==> config.mk <==
export PLATFORM = sky130hd
export DESIGN_NAME = vga_scan_driver_flat
export DESIGN_NICKNAME = d
export VERILOG_FILES = /design/src/rtl/vga_pkg.sv /design/src/rtl/vga_scan_driver_if.sv /design/src/rtl/vga_delay_line.sv /design/src/rtl/vga_scan_driver.sv /design/src/flat_wrapper.sv
export SDC_FILE = /design/constraint.sdc
export NUM_CORES = 1
export LEC_CHECK = 0
export BUFFER_PORTS_ARGS = -buffer_cell sky130_fd_sc_hd__buf_2
export CAP_MARGIN = 40
export CORE_ASPECT_RATIO = 0.8
export CORE_MARGIN = 4
export CORE_UTILIZATION = 31
export DETAILED_ROUTE_END_ITERATION = 10
export PLACE_DENSITY = 0.6
export SYNTH_ARGS = -nofsm -noshare
export SYNTH_HDL_FRONTEND = slang
export SYNTH_SLANG_ARGS = --single-unit
==> constraint.sdc <==
create_clock -name vga_clk -period 1.55 [get_ports vga_clk]
set_clock_uncertainty 0.05 [all_clocks]
set_input_delay 0.0775 -clock vga_clk [delete_from_list [all_inputs] [get_ports vga_clk]]
set_output_delay 0.0775 -clock vga_clk [all_outputs]
set_load 0.1 [all_outputs]
==> src/rtl/vga_pkg.sv <==
// Purpose: shared VGA timing defaults, coordinate and colour types.
// Latency: none (types and constants only).
// Backpressure: none.
package vga_pkg;

    localparam int H_ACTIVE = 640;
    localparam int H_FRONT  = 16;
    localparam int H_SYNC   = 96;
    localparam int H_BACK   = 48;
    localparam int V_ACTIVE = 480;
    localparam int V_FRONT  = 10;
    localparam int V_SYNC   = 2;
    localparam int V_BACK   = 33;
    localparam int H_TOTAL  = H_ACTIVE + H_FRONT + H_SYNC + H_BACK;
    localparam int V_TOTAL  = V_ACTIVE + V_FRONT + V_SYNC + V_BACK;

    typedef logic [9:0] coord_t;

    typedef struct packed {
        logic [3:0] r;
        logic [3:0] g;
        logic [3:0] b;
    } rgb444_t;

endpackage

==> src/rtl/vga_scan_driver_if.sv <==
// Purpose: bundles scan coordinates, render strobes, renderer RGB and VGA pins.
// Latency: none (wiring only).
// Backpressure: none; every signal is sampled or driven every pixel clock.
interface vga_scan_if;
    import vga_pkg::*;

    coord_t     DrawX;
    coord_t     DrawY;
    logic       blank;
    logic       frame_start;
    logic       line_start;
    logic [3:0] red_in;
    logic [3:0] green_in;
    logic [3:0] blue_in;
    logic       hs;
    logic       vs;
    logic [3:0] red;
    logic [3:0] green;
    logic [3:0] blue;

    // Timing master side: owns coordinates and pins, consumes renderer colour.
    modport master (
        output DrawX, DrawY, blank, frame_start, line_start,
        output hs, vs, red, green, blue,
        input  red_in, green_in, blue_in
    );

    // Renderer / monitor side.
    modport slave (
        input  DrawX, DrawY, blank, frame_start, line_start,
        input  hs, vs, red, green, blue,
        output red_in, green_in, blue_in
    );

endinterface

==> src/rtl/vga_delay_line.sv <==
// Purpose: fixed-depth shift register with a parameterised reset value.
// Latency: DEPTH clocks from din to dout.
// Backpressure: none; shifts every clock.
module vga_delay_line #(
    parameter int               DEPTH   = 1,
    parameter int               WIDTH   = 1,
    parameter logic [WIDTH-1:0] RST_VAL = '0
) (
    input  logic             clk,
    input  logic             rst,
    input  logic [WIDTH-1:0] din,
    output logic [WIDTH-1:0] dout
);

    logic [WIDTH-1:0] stage [DEPTH];

    // Shift one stage per clock; reset loads every stage with the idle value.
    always_ff @(posedge clk or posedge rst) begin
        if (rst) begin
            for (int i = 0; i < DEPTH; i++) stage[i] <= RST_VAL;
        end else begin
            stage[0] <= din;
            for (int i = 1; i < DEPTH; i++) stage[i] <= stage[i-1];
        end
    end

    assign dout = stage[DEPTH-1];

endmodule

==> src/rtl/vga_scan_driver.sv <==
// Purpose: VGA scan counters, render strobes, latency-matched sync/blank and pin drive.
// Latency: decodes are zero-latency on the counters; pins reflect a coordinate PIPE_DLY+1 clocks later.
// Backpressure: none; renderer RGB is sampled unconditionally every clock.
module vga_scan_driver #(
    parameter int H_ACTIVE = vga_pkg::H_ACTIVE,
    parameter int H_FRONT  = vga_pkg::H_FRONT,
    parameter int H_SYNC   = vga_pkg::H_SYNC,
    parameter int H_BACK   = vga_pkg::H_BACK,
    parameter int V_ACTIVE = vga_pkg::V_ACTIVE,
    parameter int V_FRONT  = vga_pkg::V_FRONT,
    parameter int V_SYNC   = vga_pkg::V_SYNC,
    parameter int V_BACK   = vga_pkg::V_BACK,
    parameter int PIPE_DLY = 1   // renderer latency, legal 1..4
) (
    input  logic       vga_clk,
    input  logic       reset,
    vga_scan_if.master bus
);
    import vga_pkg::*;

    localparam int     H_SUM  = H_ACTIVE + H_FRONT + H_SYNC + H_BACK;
    localparam int     V_SUM  = V_ACTIVE + V_FRONT + V_SYNC + V_BACK;
    localparam coord_t H_LAST = coord_t'(H_SUM - 1);
    localparam coord_t V_LAST = coord_t'(V_SUM - 1);
    localparam coord_t H_VIS  = coord_t'(H_ACTIVE);
    localparam coord_t V_VIS  = coord_t'(V_ACTIVE);
    localparam coord_t HS_BEG = coord_t'(H_ACTIVE + H_FRONT);
    localparam coord_t HS_END = coord_t'(H_ACTIVE + H_FRONT + H_SYNC);
    localparam coord_t VS_BEG = coord_t'(V_ACTIVE + V_FRONT);
    localparam coord_t VS_END = coord_t'(V_ACTIVE + V_FRONT + V_SYNC);

    coord_t  hc;
    coord_t  vc;
    logic    blank_raw;
    logic    hs_raw;
    logic    vs_raw;
    logic    hs_dly;
    logic    vs_dly;
    logic    blank_dly;
    rgb444_t pix_in;
    rgb444_t pix_q;
    logic    hs_q;
    logic    vs_q;

    // Raster counters: hc every clock, vc on the hc wrap; both wrap on the same edge at frame end.
    always_ff @(posedge vga_clk or posedge reset) begin
        if (reset) begin
            hc <= '0;
            vc <= '0;
        end else if (hc == H_LAST) begin
            hc <= '0;
            vc <= (vc == V_LAST) ? coord_t'(0) : vc + coord_t'(1);
        end else begin
            hc <= hc + coord_t'(1);
        end
    end

    // Zero-latency decodes straight off the counter registers.
    assign blank_raw = (hc < H_VIS) && (vc < V_VIS);
    assign hs_raw    = !((hc >= HS_BEG) && (hc < HS_END));
    assign vs_raw    = !((vc >= VS_BEG) && (vc < VS_END));

    // Sync and enable are held back by the renderer latency so they meet the matching RGB.
    vga_delay_line #(
        .DEPTH   (PIPE_DLY),
        .WIDTH   (3),
        .RST_VAL (3'b110)
    ) u_dly (
        .clk  (vga_clk),
        .rst  (reset),
        .din  ({hs_raw, vs_raw, blank_raw}),
        .dout ({hs_dly, vs_dly, blank_dly})
    );

    assign pix_in = '{r: bus.red_in, g: bus.green_in, b: bus.blue_in};

    // Pin register: colour forced to black outside the active area regardless of renderer gating.
    always_ff @(posedge vga_clk or posedge reset) begin
        if (reset) begin
            hs_q  <= 1'b1;
            vs_q  <= 1'b1;
            pix_q <= '0;
        end else begin
            hs_q  <= hs_dly;
            vs_q  <= vs_dly;
            pix_q <= blank_dly ? pix_in : rgb444_t'('0);
        end
    end

    assign bus.DrawX       = hc;
    assign bus.DrawY       = vc;
    assign bus.blank       = blank_raw;
    assign bus.frame_start = (hc == coord_t'(0)) && (vc == coord_t'(0));
    assign bus.line_start  = (hc == coord_t'(0));
    assign bus.hs          = hs_q;
    assign bus.vs          = vs_q;
    assign bus.red         = pix_q.r;
    assign bus.green       = pix_q.g;
    assign bus.blue        = pix_q.b;

endmodule

==> src/flat_wrapper.sv <==
// flat-port wrapper written by rule: the top's interface ports become plain ports
module vga_scan_driver_flat import vga_pkg::*;
#(
    parameter int H_ACTIVE = vga_pkg::H_ACTIVE,
    parameter int H_FRONT  = vga_pkg::H_FRONT,
    parameter int H_SYNC   = vga_pkg::H_SYNC,
    parameter int H_BACK   = vga_pkg::H_BACK,
    parameter int V_ACTIVE = vga_pkg::V_ACTIVE,
    parameter int V_FRONT  = vga_pkg::V_FRONT,
    parameter int V_SYNC   = vga_pkg::V_SYNC,
    parameter int V_BACK   = vga_pkg::V_BACK,
    parameter int PIPE_DLY = 1                                  
)
  (vga_clk, reset, bus_DrawX, bus_DrawY, bus_blank, bus_frame_start, bus_line_start, bus_hs, bus_vs, bus_red, bus_green, bus_blue, bus_red_in, bus_green_in, bus_blue_in);
  vga_scan_if bus_i ();
  input  logic vga_clk;
  input  logic reset;
  output wire logic [$bits(bus_i.DrawX)-1:0] bus_DrawX;
  output wire logic [$bits(bus_i.DrawY)-1:0] bus_DrawY;
  output wire logic [$bits(bus_i.blank)-1:0] bus_blank;
  output wire logic [$bits(bus_i.frame_start)-1:0] bus_frame_start;
  output wire logic [$bits(bus_i.line_start)-1:0] bus_line_start;
  output wire logic [$bits(bus_i.hs)-1:0] bus_hs;
  output wire logic [$bits(bus_i.vs)-1:0] bus_vs;
  output wire logic [$bits(bus_i.red)-1:0] bus_red;
  output wire logic [$bits(bus_i.green)-1:0] bus_green;
  output wire logic [$bits(bus_i.blue)-1:0] bus_blue;
  input wire logic [$bits(bus_i.red_in)-1:0] bus_red_in;
  input wire logic [$bits(bus_i.green_in)-1:0] bus_green_in;
  input wire logic [$bits(bus_i.blue_in)-1:0] bus_blue_in;
  assign bus_DrawX = bus_i.DrawX;
  assign bus_DrawY = bus_i.DrawY;
  assign bus_blank = bus_i.blank;
  assign bus_frame_start = bus_i.frame_start;
  assign bus_line_start = bus_i.line_start;
  assign bus_hs = bus_i.hs;
  assign bus_vs = bus_i.vs;
  assign bus_red = bus_i.red;
  assign bus_green = bus_i.green;
  assign bus_blue = bus_i.blue;
  assign bus_i.red_in = bus_red_in;
  assign bus_i.green_in = bus_green_in;
  assign bus_i.blue_in = bus_blue_in;
  vga_scan_driver #(.H_ACTIVE(H_ACTIVE), .H_FRONT(H_FRONT), .H_SYNC(H_SYNC), .H_BACK(H_BACK), .V_ACTIVE(V_ACTIVE), .V_FRONT(V_FRONT), .V_SYNC(V_SYNC), .V_BACK(V_BACK), .PIPE_DLY(PIPE_DLY)) u_core (.vga_clk(vga_clk), .reset(reset), .bus(bus_i));
endmodule
==> metrics.yaml, run 1 <==
outcome:
  run_status: "finished with violations"
  violations: "negative setup slack"
final_layout:
  final_util_pct: 52.4
  final_common_cell: "buf_2"
  antennaDiodeCount: 0
  nets: 265
  fin_cells: 310
  final_cell_mix: "buf_2 (47), buf_4 (30), and2_1 (13), dlygate4sd3_1 (13), dfrtp_1 (13)"
  final_layout_size_suffix_gt1_share_pct: 58.5
  syn2layout_area_growth_pct: 60.9
floorplan:
  die_area_mm2: 0.00659
  die_w_um: 89.8
  io_pins: 51
  rows: 23
  die_h_um: 73.4
  start_util_pct: 32.6
  core-area_mm2: 0.00509
timing:
  maxSlewViolCount: 0
  fin_setup_tns_ps: -4000
  holdWs_ps: 307
  fmax_mhz: 486
  min_period_over_period_pct: 133
  hold_viol_final: 0
  setup_slack_ps: -509
  rsz0062_at_grt: "true"
  final-setup-viol-count: 19
  relSlewSlack_pct: 67.3
  final.min_clock_period_ps: 2060
  worstMarginPinSlew_ps: 495
synthesis:
  ys_async_sr_fraction_pct: 100
  syn_inst: 147
  synth_cell_types: 34
  synth_area_per_cell_um2: 11.3
  synth_edf_count: 0
  syn-num-nets: 165
  synth_seq_area_share_pct: 56.1
  synth.yosys.warnings: 0
  synth_flop_cell: "dfrtp_1"
  ys_ff_latch: 37
  netlist_top_cells_area: "dfrtp_1 (50%), dfstp_2 (6.3%), and2_1 (4.9%)"
  syn_area_mm2: 0.00166
  synth_top_area_cell: "dfrtp_1"
  netlist.area_leader.share_pct: 49.8
detailed_routing:
  drc: 0
  wire_per_inst_um: 13.2
  avgViaCountPerCell: 4.67
  ant_nets: 0
  first_pass_iters: 4
  num_vias: 1449
  drtIter0Drc: 39
  drt_wl_total_mm: 4.09
cts:
  cts_tree: "done"
  cts_buffers: 5
  clkLatencyLatePin_ps: 290
  clock-sinks: 37
  clk_pin_slew_ps: 70
  cts_max_level: 2
  cts.path.max_buffers: 2
  root_buffer: "clkbuf_8"
setup_path:
  critical_path_required_ps: 1420
  criticalPathCategory: "reg -> out"
  worstPathArrival_ps: 1930
  crit_path_start_kind: "flop"
  crit_path_max_fanout: 2
  r2r_slack_ps: -380
  end_kind: "output port"
pwr:
  switching_power_uw: 497
  p_int_mw: 1.39
  pwr-share-seq_pct: 52.1
  swShare_pct: 26.3
  pwr_density_cell_mw_per_mm2: 708
  p_leak_nw: 1.27
  peakVddDrop_mv: 0.558
  power_mw: 1.89
  pwr-share-clk_pct: 36.8
  p_comb_share_pct: 11.2
global_route:
  grt_pass1_wl_mm: 6.95
  grt_usage_pct: 13.3
  grt_max_degree: 38
  overflow: 0
  grt_pass1_vias: 1445
  grt_antenna_before_repair: 0
place:
  dp_hpwl_mm: 2.88
  port_buffers: 50
  routabilityCongestion: 0.780
  place_inst: 284
run:
  cap_violations: 0
worst_hold_path:
  hold_path_class: "reg -> reg"
routing by layer:
| metal | share of wire, % | GRT usage (%) | vias up |
|---|---|---|---|
| li1 | - | - | 711 |
| met1 | 46 | 17.0 | 686 |
| met2 | 46 | 21.6 | 48 |
| met3 | 7.1 | 4.40 | 4 |
| met4 | 0.78 | 4.59 | 0 |
| met5 | 0 | 0 | - |
state kept, by name (all words and copies together) (netlist names):
| signal | flops |
|---|---|
| u_core.bus.vs | 1 |
| u_core.bus.DrawY | 10 |
| u_core.bus.red | 4 |
| u_core.bus.blue | 4 |
| u_core.bus.green | 4 |
| u_core.bus.DrawX | 10 |
| u_core.u_dly.dout | 3 |
| u_core.bus.hs | 1 |
kinds of logic after synthesis:
| group | after synthesis | share of synthesized area [%] |
|---|---|---|
| adders and majority gates | 4 | 3.02 |
| and+or+nand+nor | 74 | 27.8 |
| xor gates and xnor gates | 12 | 6.33 |
| DFF | 37 | 56.1 |
| buffers and inverters | 9 | 3.02 |
| AOI/OAI and AO/OA | 11 | 3.77 |
path summary, 6_finish.rpt:
| path | from | end | depth (start not counted) |
|---|---|---|---|
| setup / recovery | u_core.bus.DrawX[7]$_DFF_PP0_ | bus_frame_start | 4 |
| hold / removal | u_core.u_dly.dout[1]$_DFF_PP1_ | u_core.bus.vs$_DFF_PP1_ | 0 |
| setup reg to reg | u_core.bus.DrawX[7]$_DFF_PP0_ | u_core.bus.DrawX[3]$_DFF_PP0_ | 6 |
| hold reg to reg | u_core.u_dly.dout[1]$_DFF_PP1_ | u_core.bus.vs$_DFF_PP1_ | 0 |
| max in group asynchronous | reset | u_core.bus.DrawX[5]$_DFF_PP0_ | 4 |
| min in group asynchronous | reset | u_core.bus.red[3]$_DFF_PP0_ | 4 |
what timing repair did:
item | in CTS | in global routing
pin swaps | 11 | 9
hold buffers | 13 | 0
gates resized for setup | 8 | 10
endpoints found under the hold margin | 45 | 0
setup endpoints to repair | 14 | 19
buffers inserted | 3 | 2
critical path, stage by stage, from the launching register on:
cell	delay (ps)
dfrtp_4	480
or4_4	550
nor4_4	170
and4_4	270
buf_12	170
cell usage after synthesis (2+ instances only):
| library cell | number |
|---|---|
| dfrtp_1 | 33 |
| and2_1 | 13 |
| nand2_1 | 11 |
| nor2_1 | 11 |
| nand3_1 | 10 |
| xor2_1 | 8 |
| o21ai_0 | 6 |
| inv_1 | 5 |
| nand4_1 | 5 |
| dfstp_2 | 4 |
| ha_1 | 4 |
| nor3_1 | 4 |
| or4_1 | 4 |
| xnor2_1 | 4 |
| a21oi_1 | 2 |
| and4_1 | 2 |
| buf_6 | 2 |
| nor4_1 | 2 |
| o31ai_1 | 2 |
stage by stage:
stage	worst slack, ps	instance area [um2]
after CTS	-533	2610
after detailed placement	-221	2330
final	-509	2670
after floorplan	-1500	1780
after global placement	-219	2330
after global routing	-579	2670
power groups by stage:
| stage | clock, mW | sequential, mW | combinational, mW |
|---|---|---|---|
| detailed placement | 0 | 1.00 | 0.187 |
| floorplan | 0 | 1.12 | 0.0247 |
| finish | 0.695 | 0.984 | 0.211 |
| global placement | 0 | 1.00 | 0.187 |
| CTS | 0.737 | 0.984 | 0.212 |
| global route | 0.778 | 0.985 | 0.223 |
layout make-up:
class | instances | area [um2]
clock buffers | 6 | 82.6
clock inverters | 2 | 13.8
fillers | 440 | 2420
inverters | 5 | 18.8
multi-input cells | 101 | 803
flip-flops and latches | 37 | 978
well taps | 62 | 77.6
repair buffers | 97 | 696
Note: power is estimated with default switching activity, not from simulation.
==> inputs of run 2 (changes only) <==
--- a/config.mk
+++ b/config.mk
@@ -7,11 +7,13 @@
 export LEC_CHECK = 0
 export BUFFER_PORTS_ARGS = -buffer_cell sky130_fd_sc_hd__buf_2
 export CAP_MARGIN = 40
+export CELL_PAD_IN_SITES_DETAIL_PLACEMENT = 1
+export CELL_PAD_IN_SITES_GLOBAL_PLACEMENT = 2
 export CORE_ASPECT_RATIO = 0.8
-export CORE_MARGIN = 4
-export CORE_UTILIZATION = 31
+export CORE_MARGIN = 3
+export CORE_UTILIZATION = 28
 export DETAILED_ROUTE_END_ITERATION = 10
-export PLACE_DENSITY = 0.6
+export PLACE_DENSITY = 0.79
 export SYNTH_ARGS = -nofsm -noshare
 export SYNTH_HDL_FRONTEND = slang
 export SYNTH_SLANG_ARGS = --single-unit
==> run 2 against run 1 <==
The run still ends with negative setup slack left. Non-clock buffer count grew 4. Die area grew 4.5%. Routed wire length grew 18%. Fmax shrank 1.5%. Flip-flop and latch count is the same. Via count grew 3.7%. Final area grew 3.4%. Critical path type unchanged. Largest cell class unchanged.
==> metrics.yaml, run 2 (synthesis results as in run 1) <==
outcome:
  run_status: "finished with violations"
  violations: "negative setup slack"
final_layout:
  fillers: 632  # +44%
  design_area_mm2: 0.00276  # +3.4%
  nets: 269  # +1.5%
  fin_cells: 330  # +6.5%
  final_common_cell: "buf_2"
  final_layout_size_suffix_gt1_share_pct: 58.3  # -0.13 points
  syn2layout_area_growth_pct: 66.4
  final_cell_mix: "buf_2 (46), buf_4 (32), dlygate4sd3_1 (13), dfrtp_1 (13), and2_1 (12)"
  final_util_pct: 49.4  # -3.0 points
  antennaDiodeCount: 0  # unchanged
detailed_routing:
  wire_per_inst_um: 14.7  # +11%
  drt_wl_total_mm: 4.85  # +18%
  ant_nets: 0  # unchanged
  first_pass_iters: 2  # -2
  drtIter0Drc: 45  # +15%
  drc: 0  # unchanged
  avgViaCountPerCell: 4.55  # -2.6%
  num_vias: 1502  # +3.7%
timing:
  relSlewSlack_pct: 66.5  # -0.78 points
  worstMarginPinSlew_ps: 506  # +11.8 ps
  min_period_over_period_pct: 135  # +2.0 points
  setup_slack_ps: -541  # -31.8 ps
  final.min_clock_period_ps: 2090  # +31.8 ps
  final-setup-viol-count: 13  # -6
  maxSlewViolCount: 0  # unchanged
  hold_viol_final: 0  # unchanged
  holdWs_ps: 306  # -0.801 ps
  rsz0062_at_grt: "true"
  fmax_mhz: 478  # -1.5%
floorplan:
  core-area_mm2: 0.00559  # +9.7%
  die_h_um: 74.9  # +1.9%
  die_w_um: 92.1  # +2.5%
  io_pins: 51  # unchanged
  die_area_mm2: 0.00689  # +4.5%
  start_util_pct: 29.7  # -2.9 points
  rows: 24  # +4.3%
setup_path:
  r2r_slack_ps: -390  # about the same
  criticalPathCategory: "reg -> out"
  crit_path_max_fanout: 3  # +1
  critical_path_required_ps: 1420  # about the same
  crit_path_start_kind: "flop"
  end_kind: "output port"
  worstPathArrival_ps: 1960  # +30 ps
cts:
  cts_tree: "done"
  cts_buffers: 5  # unchanged
  root_buffer: "clkbuf_8"
  clk_pin_slew_ps: 70  # about the same
  cts_max_level: 2  # unchanged
  clock-sinks: 37  # unchanged
  cts.path.max_buffers: 2  # unchanged
  clkLatencyLatePin_ps: 290  # about the same
global_route:
  grt_usage_pct: 15.6  # +2.3 points
  grt_pass1_vias: 1642  # +14%
  grt_pass1_wl_mm: 8.29  # +19%
  grt_antenna_before_repair: 0  # unchanged
  overflow: 0  # unchanged
  grt_max_degree: 38  # unchanged
pwr:
  peakVddDrop_mv: 0.401  # -28%
  p_leak_nw: 1.29  # +1.7%
  pwr_density_cell_mw_per_mm2: 728  # +2.7%
place:
  routabilityCongestion: 0.760  # -2.6%
  place_ws_ps: -237  # -15.5 ps
  placed_cell_area_mm2: 0.00238  # +2.1%
  port_buffers: 50  # unchanged
  dp_hpwl_mm: 3.32  # +15%
  place_inst: 304  # +7.0%
run:
  cap_violations: 0  # unchanged
worst_hold_path:
  hold_path_class: "reg -> reg"
==> run 2: cell count changes in the layout (fill, tap and decap cells not counted), moves of 2 or more <==
| cell | change |
|---|---|
| buf_4 | +2 |
| a21oi_1 | +2 |
| a21oi_2 | -2 |
| nand3_2 | +2 |
| buf_6 | +3 |
| nand3_1 | -2 |
==> run 2: layout make-up <==
cell class              count  area [um2]  area share, %
clock inverters             2        35.0           1.27
flip-flops and latches     37         978           35.4
inverters                   5        18.8          0.680
well taps                  78        97.6           3.54
multi-input cells         101         818           29.6
repair buffers            101         739           26.8
clock buffers               6        72.6           2.63
==> run 2: through the flow <==
stage	power, mW	TNS [ps]
floorplan	1.15	-6100
global placement	1.19	-1590
detailed placement	1.19	-1980
CTS	2.04	-2740
global route	2.10	-4580
finish	2.01	-3640
==> run 2: worst max-delay path, cell delays in order, from the launching register on <==
cell,delay (ps)
dfrtp_4,480
or4_4,550
nor4_4,200
and4_4,270
buf_12,170
==> run 2: worst paths after layout <==
kind / end / start / depth (start not counted)
min in group asynchronous: u_core.bus.green[2]$_DFF_PP0_ / reset / 4
worst min-delay path: u_core.bus.hs$_DFF_PP1_ / u_core.u_dly.dout[2]$_DFF_PP1_ / 0
worst min register to register: u_core.bus.hs$_DFF_PP1_ / u_core.u_dly.dout[2]$_DFF_PP1_ / 0
worst max register to register: u_core.bus.DrawY[0]$_DFFE_PP0N_ / u_core.bus.DrawX[7]$_DFF_PP0_ / 6
max in group asynchronous: u_core.bus.DrawX[5]$_DFF_PP0_ / reset / 4
worst max-delay path: bus_frame_start / u_core.bus.DrawX[7]$_DFF_PP0_ / 4
==> run 2: timing repair <==
item                                    in CTS  in global routing
endpoints found under the hold margin       45                  0
cloned                                       0                  0
hold buffers                                13                  0
buffers inserted                             2                  3
pin swaps                                    9                 10
endpoints found under the setup margin      16                 20
gates resized for setup                     12                 12
==> run 2: power by group <==
part	switching [mW]	internal (mW)
clock	0.334	0.477
sequential	0.00436	0.981
combinational	0.159	0.0531
==> run 2: metal layers <==
metal | global-route usage, % | wire length, um | vias up
met5 | 0 | 0 | -
met4 | 4.45 | 58 | 0
met3 | 4.20 | 262 | 6
met2 | 28.4 | 2470 | 42
met1 | 18.6 | 2060 | 740
li1 | - | - | 714
==> inputs of run 3 (changes only) <==
--- a/config.mk
+++ b/config.mk
@@ -13,7 +13,8 @@
 export CORE_MARGIN = 3
 export CORE_UTILIZATION = 28
 export DETAILED_ROUTE_END_ITERATION = 10
-export PLACE_DENSITY = 0.79
+export PLACE_DENSITY = 0.8
 export SYNTH_ARGS = -nofsm -noshare
 export SYNTH_HDL_FRONTEND = slang
+export SYNTH_HIERARCHICAL = 1
 export SYNTH_SLANG_ARGS = --single-unit
==> run 3 against run 2 <==
The flow still finishes with violations (negative setup slack). Worst hold slack got worse by 130 ps. Die area fell by 2.4%. Core utilization is 1.9 points higher. Sequential share of layout area decreased by 0.88 points. Synthesized cell count fell by 0.68%. Worst setup slack got worse by 97 ps. Register-to-register slack gained 130 ps. Clock power up 9.6%. Fmax down 4.5%. Routed wire length increased by 7.3%. Global-route usage grew 0.19 points. Sequential power hardly changed. Critical path type unchanged. Critical endpoint unchanged. Largest cell class unchanged. Largest power group unchanged.
==> metrics.yaml, run 3 <==
pwr:
  pwr_density_cell_mw_per_mm2: 737  # +1.3%
  p_leak_nw: 1.34  # +4.1%
  power_mw: 2.09  # +4.1%
  peakVddDrop_mv: 0.369  # -8.0%
floorplan:
  io_pins: 51  # unchanged
  rows: 24  # unchanged
  die_w_um: 91.0  # -1.2%
  die_h_um: 74.0  # -1.2%
  die_area_mm2: 0.00673  # -2.4%
  core-area_mm2: 0.00553  # -1.1%
  start_util_pct: 29.3  # -0.45 points
timing:
  rsz0062_at_grt: "true"
  hold_viol_final: 0  # unchanged
  fmax_mhz: 457  # -4.5%
  final.min_clock_period_ps: 2190  # +97.4 ps
  relSlewSlack_pct: 67.0  # +0.54 points
  final-setup-viol-count: 19  # +6
  setup_slack_ps: -638  # -97.4 ps
  worstMarginPinSlew_ps: 498  # -8.15 ps
  maxSlewViolCount: 0  # unchanged
  min_period_over_period_pct: 141  # +6.3 points
  holdWs_ps: 174  # -132 ps
detailed_routing:
  avgViaCountPerCell: 4.56  # +0.10%
  drc: 0  # unchanged
  wire_per_inst_um: 15.4  # +4.7%
  ant_nets: 0  # unchanged
  drt_wl_total_mm: 5.20  # +7.3%
  drtIter0Drc: 40  # -11%
  num_vias: 1540  # +2.5%
  first_pass_iters: 4  # +2
cts:
  cts_tree: "done"
  cts.path.max_buffers: 2  # unchanged
  clock-sinks: 37  # unchanged
  cts_max_level: 2  # unchanged
  clkLatencyLatePin_ps: 290  # about the same
  cts_buffers: 5  # unchanged
  clk_pin_slew_ps: 80  # about the same
  root_buffer: "clkbuf_8"
final_layout:
  final_common_cell: "buf_2"
  final_util_pct: 51.4  # +1.9 points
  antennaDiodeCount: 0  # unchanged
  design_area_mm2: 0.00284  # +2.8%
  fin_cells: 338  # +2.4%
  final_cell_mix: "buf_2 (47), buf_4 (36), and2_1 (14)"
  syn2layout_area_growth_pct: 75.5
  nets: 277  # +3.0%
  final_layout_size_suffix_gt1_share_pct: 60.4  # +2.1 points
synthesis:
  syn-num-nets: 164  # -0.61%
  syn_inst: 146  # -0.68%
  netlist.area_leader.share_pct: 51.1  # +1.3 points
  synth_flop_cell: "dfrtp_1"
  synth_top_family_by_area: "simple AND/OR/NAND/NOR gates"
  synth_cell_types: 32  # -5.9%
  synth-compound-area-share_pct: 4.80  # +1.0 points
  synth_xor_area_share_pct: 5.42  # -0.92 points
  synth_commonest_cells: "dfrtp_1 (33), and2_1 (15), nand3_1 (11)"
  synth_seq_area_share_pct: 57.6  # +1.5 points
  synthMuxAreaShare_pct: 0.619  # +0.62 points
  synth_edf_count: 0  # unchanged
  synth-simple-area-share_pct: 25.1  # -2.7 points
  synth.yosys.warnings: 6  # +6
  netlist_top_cells_area: "dfrtp_1 (51%), dfstp_2 (6.5%), and2_1 (5.8%)"
  ys_ff_latch: 37  # unchanged
  ys_async_sr_fraction_pct: 100  # unchanged
  yosysMostFrequentCell: "dfrtp_1"
  synth_area_per_cell_um2: 11.1  # -1.9%
  syn_area_mm2: 0.00162  # -2.6%
  synth_fa_ha_area_share_pct: 3.10  # +0.079 points
  synth_top_area_cell: "dfrtp_1"
outcome:
  violations: "negative setup slack"
  run_status: "finished with violations"
place:
  placed_cell_area_mm2: 0.00242  # +1.5%
  dp_hpwl_mm: 3.50  # +5.7%
  place_inst: 310  # +2.0%
  routabilityCongestion: 0.800  # +5.2%
  port_buffers: 50  # unchanged
global_route:
  grt_usage_pct: 15.8  # +0.19 points
  grt_max_degree: 22  # -42%
  overflow: 0  # unchanged
  grt_antenna_before_repair: 0  # unchanged
  grt_pass1_wl_mm: 8.36  # +0.83%
  grt_pass1_vias: 1666  # +1.5%
run:
  cap_violations: 0  # unchanged
setup_path:
  end_kind: "output port"
  crit_path_start_kind: "flop"
  crit_path_max_fanout: 2  # -1
  crit_slowest_cell: "or4_4"
  criticalPathCategory: "reg -> out"
  worstPathArrival_ps: 2060  # +100 ps
  cpPeakStageDelay_ps: 550  # about the same
  crit_chain: "or4_4 > nor4_4 > nor4b_4 > buf_12"
  critical_path_required_ps: 1420  # about the same
worst_hold_path:
  hold_path_class: "in -> async"
==> run 3: changes by cell type after synthesis, sizes merged, moves of 2 or more <==
cell	before	now
a21oi	2	4
and3	2	4
and4	2	0
inv	5	8
nand2	11	7
nand4	6	8
nor2	11	9
nor3	5	1
nor4b	0	2
xor2	8	5
==> run 3: per-layer routing <==
| metal | GRT usage (%) | vias up | share of wire, % |
|---|---|---|---|
| li1 | - | 724 | - |
| met2 | 27.6 | 50 | 51 |
| met3 | 4.25 | 7 | 5.2 |
| met5 | 0 | - | 0 |
| met4 | 5.35 | 0 | 1.3 |
| met1 | 19.4 | 759 | 43 |
==> run 3: cells by family after synthesis <==
| group | Yosys count |
|---|---|
| xor+xnor | 10 |
| fa+ha+maj | 4 |
| mux | 1 |
| simple gates | 68 |
| flops | 37 |
| buf+inv | 12 |
| compound gates | 14 |
==> run 3: final timing paths <==
kind | depth (start not counted) | from | slack, ps | to
setup reg to reg | 5 | u_core/bus.DrawX[7]$_DFF_PP0_ | -260 | u_core/bus.DrawY[9]$_DFFE_PP0N_
setup / recovery | 4 | u_core/bus.DrawX[4]$_DFF_PP0_ | -640 | bus_frame_start
max in group asynchronous | 4 | reset | 790 | u_core/bus.vs$_DFF_PP1_
hold reg to reg | 0 | u_core/u_dly/dout[2]$_DFF_PP1_ | 310 | u_core/bus.hs$_DFF_PP1_
hold / removal | 3 | reset | 170 | u_core/u_dly/dout[0]$_DFF_PP0_
min in group vga_clk | 0 | u_core/u_dly/dout[2]$_DFF_PP1_ | 310 | u_core/bus.hs$_DFF_PP1_
==> run 3: final cells by class <==
class	count	area, um2
repair buffers	110	820
flip-flops and latches	37	981
multi-input cells	97	790
clock inverters	2	37.5
well taps	78	97.6
clock buffers	6	82.6
inverters	8	30.0
fillers	632	2690
==> run 3: critical path: cells and delay by family (launching register included) <==
| kind | cells | cell delay, ps |
|---|---|---|
| buffers and inverters | 1 | 220 |
| DFF | 1 | 480 |
| and+or+nand+nor | 3 | 1070 |
==> run 3: what timing repair did <==
action / CTS / global route
resized for setup: 22 / 8
pin swaps: 14 / 4
hold endpoints to repair: 48 / 0
setup buffers: 1 / 8
setup endpoints to repair: 19 / 19
hold buffers: 13 / 0
==> run 3: where the power goes <==
| part | internal (mW) | switching, mW |
|---|---|---|
| logic | 0.0551 | 0.163 |
| registers | 0.980 | 0.00445 |
| clock network | 0.523 | 0.366 |
==> run 3: per-stage QoR <==
step | setup TNS, ps | setup slack [ps]
floorplan | -5910 | -2010
global placement | -2340 | -274
detailed placement | -3520 | -323
CTS | -3200 | -669
global route | -4650 | -704
finish | -3250 | -638
